==> config.mk <==
export PLATFORM = sky130hd
export DESIGN_NAME = inst_fetch
export DESIGN_NICKNAME = d
export VERILOG_FILES = /design/src/rtl/inst_fetch.sv
export SDC_FILE = /design/constraint.sdc
export NUM_CORES = 1
export LEC_CHECK = 0
export ABC_AREA = 1
export CAP_MARGIN = 20
export CORE_UTILIZATION = 28
export CTS_BUF_LIST = sky130_fd_sc_hd__clkbuf_16
export CTS_CLUSTER_SIZE = 20
export DETAILED_ROUTE_END_ITERATION = 6
export PLACE_DENSITY = 0.57
export SYNTH_ARGS = -nofsm -noshare
export SYNTH_HDL_FRONTEND = slang
export SYNTH_SLANG_ARGS = --single-unit
==> constraint.sdc <==
create_clock -name clk -period 8.7 [get_ports clk]
set_clock_uncertainty 0.1 [all_clocks]
set_input_delay 1.74 -clock clk [delete_from_list [all_inputs] [get_ports clk]]
set_output_delay 1.74 -clock clk [all_outputs]
set_load 0.005 [all_outputs]
==> src/rtl/inst_fetch.sv <==
// inst_fetch: instruction fetch stage of the Toy-CPU.
// Holds the PC and issues one instruction read at a time to the memory
// controller. Returned words are buffered with their PCs in an in-order
// circular queue that the decoder drains through a valid/ready handshake.
// A redirect flushes the queue and restarts fetch at a new word-aligned PC.
//
// Ports:
//   clk, rst                 clock, synchronous active-high reset
//   mc_valid, mc_addr        fetch request to the memory controller (held until mc_done)
//   mc_done, mc_data         one-cycle response pulse and returned word
//   redirect, redirect_pc    one-cycle flush pulse and new PC (low two bits ignored)
//   dec_valid, dec_ready     queue head handshake with the decoder
//   dec_inst, dec_pc         queue head instruction and its PC
module inst_fetch #(
  parameter int unsigned           ADDR_WIDTH  = 32,
  parameter int unsigned           DATA_WIDTH  = 32,
  parameter int unsigned           QUEUE_DEPTH = 4,
  parameter logic [ADDR_WIDTH-1:0] RESET_PC    = '0
) (
  input  logic                  clk,
  input  logic                  rst,
  output logic                  mc_valid,
  output logic [ADDR_WIDTH-1:0] mc_addr,
  input  logic                  mc_done,
  input  logic [DATA_WIDTH-1:0] mc_data,
  input  logic                  redirect,
  input  logic [ADDR_WIDTH-1:0] redirect_pc,
  output logic                  dec_valid,
  input  logic                  dec_ready,
  output logic [DATA_WIDTH-1:0] dec_inst,
  output logic [ADDR_WIDTH-1:0] dec_pc
);

  localparam int unsigned PTR_W = $clog2(QUEUE_DEPTH);
  localparam int unsigned CNT_W = $clog2(QUEUE_DEPTH + 1);
  localparam logic [CNT_W-1:0] DEPTH_C = CNT_W'(QUEUE_DEPTH);

  typedef enum logic [1:0] {
    IDLE = 2'd0,
    BUSY = 2'd1,
    DROP = 2'd2
  } state_t;

  state_t                state_q, state_d;
  logic [ADDR_WIDTH-1:0] pc_q, pc_d;
  logic [ADDR_WIDTH-1:0] addr_q, addr_d;
  logic                  req_q, req_d;

  logic [DATA_WIDTH-1:0] inst_mem [QUEUE_DEPTH];
  logic [ADDR_WIDTH-1:0] pc_mem   [QUEUE_DEPTH];
  logic [PTR_W-1:0]      head_q, tail_q;
  logic [CNT_W-1:0]      count_q, count_d;

  logic                  push, pop;
  logic [ADDR_WIDTH-1:0] target_pc;

  // Redirect target forced to a word boundary.
  assign target_pc = redirect_pc & ~ADDR_WIDTH'(3);

  assign dec_valid = (count_q != '0);
  assign dec_inst  = inst_mem[head_q];
  assign dec_pc    = pc_mem[head_q];

  assign mc_valid  = req_q;
  assign mc_addr   = addr_q;

  // A pop in a redirect cycle is discarded along with the rest of the queue.
  assign pop = dec_valid && dec_ready && !redirect;

  // Fetch control: next state, next PC, request register and push decision.
  always_comb begin
    state_d = state_q;
    pc_d    = pc_q;
    addr_d  = addr_q;
    req_d   = req_q;
    push    = 1'b0;

    case (state_q)
      IDLE: begin
        if (redirect) begin
          pc_d = target_pc;
        end else if ((count_q - CNT_W'(pop)) < DEPTH_C) begin
          req_d   = 1'b1;
          addr_d  = pc_q;
          pc_d    = pc_q + ADDR_WIDTH'(4);
          state_d = BUSY;
        end
      end

      BUSY: begin
        if (redirect) begin
          pc_d = target_pc;
          if (mc_done) begin
            req_d   = 1'b0;
            state_d = IDLE;
          end else begin
            state_d = DROP;
          end
        end else if (mc_done) begin
          push = 1'b1;
          // Back-to-back issue keeps mc_valid high with no bubble.
          if ((count_q + CNT_W'(1) - CNT_W'(pop)) < DEPTH_C) begin
            addr_d = pc_q;
            pc_d   = pc_q + ADDR_WIDTH'(4);
          end else begin
            req_d   = 1'b0;
            state_d = IDLE;
          end
        end
      end

      DROP: begin
        if (redirect) begin
          pc_d = target_pc;
        end
        if (mc_done) begin
          req_d   = 1'b0;
          state_d = IDLE;
        end
      end

      default: begin
        req_d   = 1'b0;
        state_d = IDLE;
      end
    endcase

    if (redirect) begin
      count_d = '0;
    end else begin
      count_d = count_q + CNT_W'(push) - CNT_W'(pop);
    end
  end

  // Fetch state, PC and request registers.
  always_ff @(posedge clk) begin
    if (rst) begin
      state_q <= IDLE;
      pc_q    <= RESET_PC;
      addr_q  <= '0;
      req_q   <= 1'b0;
    end else begin
      state_q <= state_d;
      pc_q    <= pc_d;
      addr_q  <= addr_d;
      req_q   <= req_d;
    end
  end

  // Instruction queue: storage, pointers and occupancy.
  always_ff @(posedge clk) begin
    if (rst) begin
      head_q  <= '0;
      tail_q  <= '0;
      count_q <= '0;
      for (int unsigned i = 0; i < QUEUE_DEPTH; i++) begin
        inst_mem[PTR_W'(i)] <= '0;
        pc_mem[PTR_W'(i)]   <= '0;
      end
    end else begin
      if (push) begin
        inst_mem[tail_q] <= mc_data;
        pc_mem[tail_q]   <= addr_q;
      end
      if (redirect) begin
        head_q <= '0;
        tail_q <= '0;
      end else begin
        if (push) tail_q <= tail_q + PTR_W'(1);
        if (pop)  head_q <= head_q + PTR_W'(1);
      end
      count_q <= count_d;
    end
  end

endmodule
Word level (Yosys, flattened, before mapping)
Memory sizes are Yosys's and may differ from the RTL's. A register that Yosys moved wholly into a read port is not among the register bits.
Cells that the tools add are included.
W data, S select, Z words.
- output and inout bits: 98
- memories: 2
- word-level logic and storage cells: 92
- bits of input ports: 69
- memory bits (writable): 256
- register bits after elaboration: 74
- $add $sub $neg: 8
- muxes and demuxes: 46
- reductions and logical operators: 14
- equality and inequality tests: 13
- order comparisons: 2
- memories (memory ; depth ; bits a word ; read ports ; clocked after Yosys merged registers in ; wr ports ; line ; source):
    inst_mem ; 4 ; 32 ; 1 ; 1 ; 4 ; 49 ; logic [DATA_WIDTH-1:0] inst_mem [QUEUE_DEPTH];
    pc_mem ; 4 ; 32 ; 1 ; 1 ; 4 ; 50 ; logic [ADDR_WIDTH-1:0] pc_mem [QUEUE_DEPTH];
- operator list (cell ; number):
    $mux W32 ; 13
    $pmux W32 S3 ; 1
    $pmux W32 S2 ; 1
    $reduce_or A32 Y1 ; 2
    $add A32 B3 Y32 const B ; 1
    $mux W2 ; 13
    $mux W1 ; 16
    $ne A2 B2 Y1 const B ; 7
    $ne A3 B3 Y1 const B ; 4
    $reduce_and A5 Y1 ; 2
    $sub A3 B1 Y3 ; 3
    $lt A3 B3 Y1 const B ; 2
    $pmux W2 S3 ; 1
    $reduce_and A6 Y1 ; 1
    $reduce_bool A3 Y1 ; 2
    $add A2 B1 Y2 const B ; 2
    $reduce_and A4 Y1 ; 1
    $add A3 B1 Y3 ; 1
    $add A3 B1 Y3 const B ; 1
    $pmux W1 S3 ; 1
    $eq A2 B1 Y1 const B ; 1
    $eq A2 B2 Y1 const B ; 1
    $logic_and A1 B1 Y1 ; 2
    $logic_not A2 Y1 ; 1
    3 further kinds ; 3

Longest topological paths before layout
- depth in word-level cells: 9
- mapped depth: 12

Worst setup path after synthesis
Ideal clock, no wire load.
- kind: input -> register
- from: input port redirect
- to: memory inst_mem[3][0] (enable)
- setup slack: 1.367 ns
- required time: 8.029 ns
- arrival time: 6.662 ns
- library setup time: 0.571 ns
- stages: 5
- cell sequence: nor3_4 -> inv_2 -> nor2_2 -> nand2_1 -> o21ai_0
- RTL lines (item ; line ; source):
    start, declared ; 26 ; input logic redirect,
    end, declared ; 49 ;

==> impl_metrics.yaml <==
global_routing:
  grt.total_usage_pct: 15.6
  grt_pass1_vias: 11327
  grt_antenna_before_repair: 0
  grt_max_degree: 80
  grt_pass1_wl_um: 64200
  overflow: 0
clock_tree:
  cts_resized: 0
  insertion_delay_ns: 0.54
  numClockSinks: 324
  cts-root-buf: "clkbuf_16"
  cts-buffers-inserted: 39
  ctsHoldBuffers: 0
  tritoncts: "yes"
  htreeDepth: 2
  cts_setup_buffers: 0
  cts.path.max_buffers: 3
  path_clk_slew_ns: 0.06
yosys:
  syn-cell-area_mm2: 0.0148
  synth-seq-area-share_pct: 61.0
  syn_area_per_cell_um2: 9.11
  synth.area.mux_share_pct: 0.136
  synth_simple_gate_area_share_pct: 21.5
  synth_compound_area_share_pct: 9.83
  synth_xor_area_share_pct: 0.534
  synth.distinct_cells: 33
  ys_warn_count: 0
  synth_top_family_by_area: "simple AND/OR/NAND/NOR gates"
  postSynthCellCount: 1621
  synthAdderAreaFrac_pct: 0.390
  ys_ff_latch: 324
timing:
  rsz0062_at_grt: "no"
  fmax_ghz: 0.183
  max_slew_margin_pct: 28.7
  finalCritPeriodShare_pct: 62.8
  slew_violations: 0
  final.setup.tns_ns: 0
  timing_hold_violations_final: 0
  worstMarginPinSlew_ns: 1.07
  min_period_ns: 5.46
  setup_viol: 0
detailed_routing:
  drt-pass1-iter-count: 5
  drt_iter0_markers: 823
  ant_nets: 0
  routed_via_density: 4.74
  vias: 11633
  drc: 0
  wl_per_cell_um: 17.3
  finalWirelength_um: 42500
die:
  die_area_mm2: 0.0537
  rows: 83
  core-area_mm2: 0.0517
  initial_utilization_pct: 28.6
  die_w_um: 232
  die_y_um: 232
  num_io_pins: 167
setup_path:
  reg2reg_depth: 8
  critPathMaxFanout: 70
  slowest_delay_ns: 0.80
  cp-end-kind: "output pin"
  worst_ep_required_time_ns: 6.86
  cp_slowest_cell: "clkinv_2"
  cp-start-kind: "flip-flop"
  worstSetupPathType: "flip-flop to output pin"
  arrival_ns: 3.62
  path_cells: "clkinv_2 -> buf_4 -> o21ai_0 -> o22ai_1 -> clkdlybuf4s50_1"
power:
  p_total_mw: 3.68
  vdd_drop_max_uv: 148
  p_per_area_mw_per_mm2: 201
  leakage_nw: 6.79
cells_and_area:
  postLayoutCoreUtil_pct: 35.3
  area_growth_pct: 23.7
  final_nets: 1818
  layout-drive-gt1-share_pct: 5.81
  diodes: 0
place:
  place.port_buffers: 162
  dp_hpwl_um: 25200
  routabilityCongestion: 0.827
worst_hold_path:
  holdPathStages: 2
  hp-class: "flip-flop to flip-flop"
job:
  maxCapViolCount: 0
run_status:
  status: "finished clean"
[final timing paths]
check                           start                            end  slack, ns
max reg2reg   state_q[1]$_SDFFE_PP0P_  inst_mem[2][16]$_SDFFCE_PN0P_       5.70
max                         flip-flop                   dec_inst[24]       3.24
min reg2reg  mc_addr[10]$_SDFFE_PP0P_       mc_addr[10]$_SDFFE_PP0P_       0.38
min          mc_addr[10]$_SDFFE_PP0P_       mc_addr[10]$_SDFFE_PP0P_       0.38
[synth_stat cells]
| cell type | count | area (um^2) |
|---|---|---|
| or2_2 | 1 | 6.26 |
| fa_1 | 1 | 20.0 |
| ha_1 | 3 | 37.5 |
| buf_1 | 3 | 11.3 |
| nor3_2 | 10 | 100 |
| nor3_1 | 51 | 255 |
| inv_1 | 128 | 480 |
| nand3_1 | 65 | 325 |
| edfxtp_1 | 252 | 7570 |
| a21oi_1 | 56 | 280 |
| nand3_2 | 1 | 10.0 |
| nor3b_1 | 4 | 30.0 |
| xor2_1 | 6 | 52.6 |
| nand2_1 | 250 | 938 |
| nor2_2 | 2 | 12.5 |
| buf_6 | 5 | 56.3 |
| o22ai_1 | 63 | 394 |
| o21a_1 | 1 | 7.51 |
| nor2_8 | 1 | 20.0 |
| nor3_4 | 1 | 16.3 |
| nand4_1 | 7 | 43.8 |
| buf_2 | 23 | 115 |
| o21ai_0 | 150 | 751 |
| buf_4 | 4 | 30.0 |
| conb_1 | 1 | 3.75 |
| clkinv_1 | 2 | 7.51 |
| dfxtp_1 | 72 | 1440 |
| clkbuf_1 | 67 | 251 |
| mux2i_1 | 2 | 20.0 |
| xnor2_1 | 3 | 26.3 |
| nor2_1 | 378 | 1420 |
| inv_2 | 5 | 18.8 |
| a31oi_1 | 3 | 18.8 |
[critical path: cells and delay by family, from the launching register on]
kind,cells,cell delay (ns)
buf+inv,3,1.88
flops,1,0.71
compound gates,2,0.42
[stage by stage]
stage	hold slack, ns	std cells	cell area [um^2]	worst slack (ns)
3_3_place_gp	0.372	2383	17000	3.73
2_1_floorplan	0.368	1626	14800	1.37
3_5_place_dp	0.376	2384	17000	3.72
5_1_grt	0.410	2454	18300	2.96
6_report	0.377	2454	18300	3.24
4_1_cts	0.382	2454	18300	3.14
[cell type report]
class,count,area (um^2)
Timing Repair Buffer,180,1770
Sequential cell,324,9010
Inverter,135,508
Tap cell,680,851
Multi-Input combinational cell,1065,4850
Clock buffer,41,1030
Clock inverter,29,245
Fill cell,5326,33400
[flip-flops by register name, indices dropped and copies added (netlist names), named ones only]
register / flops
inst_mem: 128
pc_mem: 124
mc_addr: 30
pc_q: 30
count_q: 3
head_q: 2
state_q: 2
tail_q: 2
mc_valid: 1
[placed cells by master (no fill, tap or decap), types with 5 or more instances in the layout]
cell,count
dfxtp_1,70
clkinv_1,5
clkinv_2,5
nand4_1,7
inv_2,6
nor3_2,10
a21oi_1,56
clkbuf_16,41
nor3_1,51
nor2_1,378
conb_1,6
buf_4,17
nand3_1,65
edfxtp_1,252
nand2_1,247
xor2_1,6
clkdlybuf4s50_1,161
o21ai_0,147
inv_1,140
o22ai_1,63
[kinds of logic (layout without fill, tap and decap cells)]
family	after synthesis	in the layout
compound gates	273	273
xor+xnor	9	9
fa+ha+maj	4	4
buf+inv	237	385
flops	324	324
mux	2	2
other cells	1	6
simple gates	771	771
[routing by layer]
layer	vias to the layer above	global-route usage [%]	wire length, um
li1	5684	-	-
met1	5571	21.0	19400
met2	317	25.4	19700
met3	61	2.79	2430
met4	0	4.71	1040
met5	-	0	0
[power by group]
part	total, mW	switching, mW	internal (mW)
Sequential	1.79	0.0485	1.74
Combinational	0.289	0.169	0.119
Clock	1.60	0.635	0.970
Power figures use the tool's default switching activity.
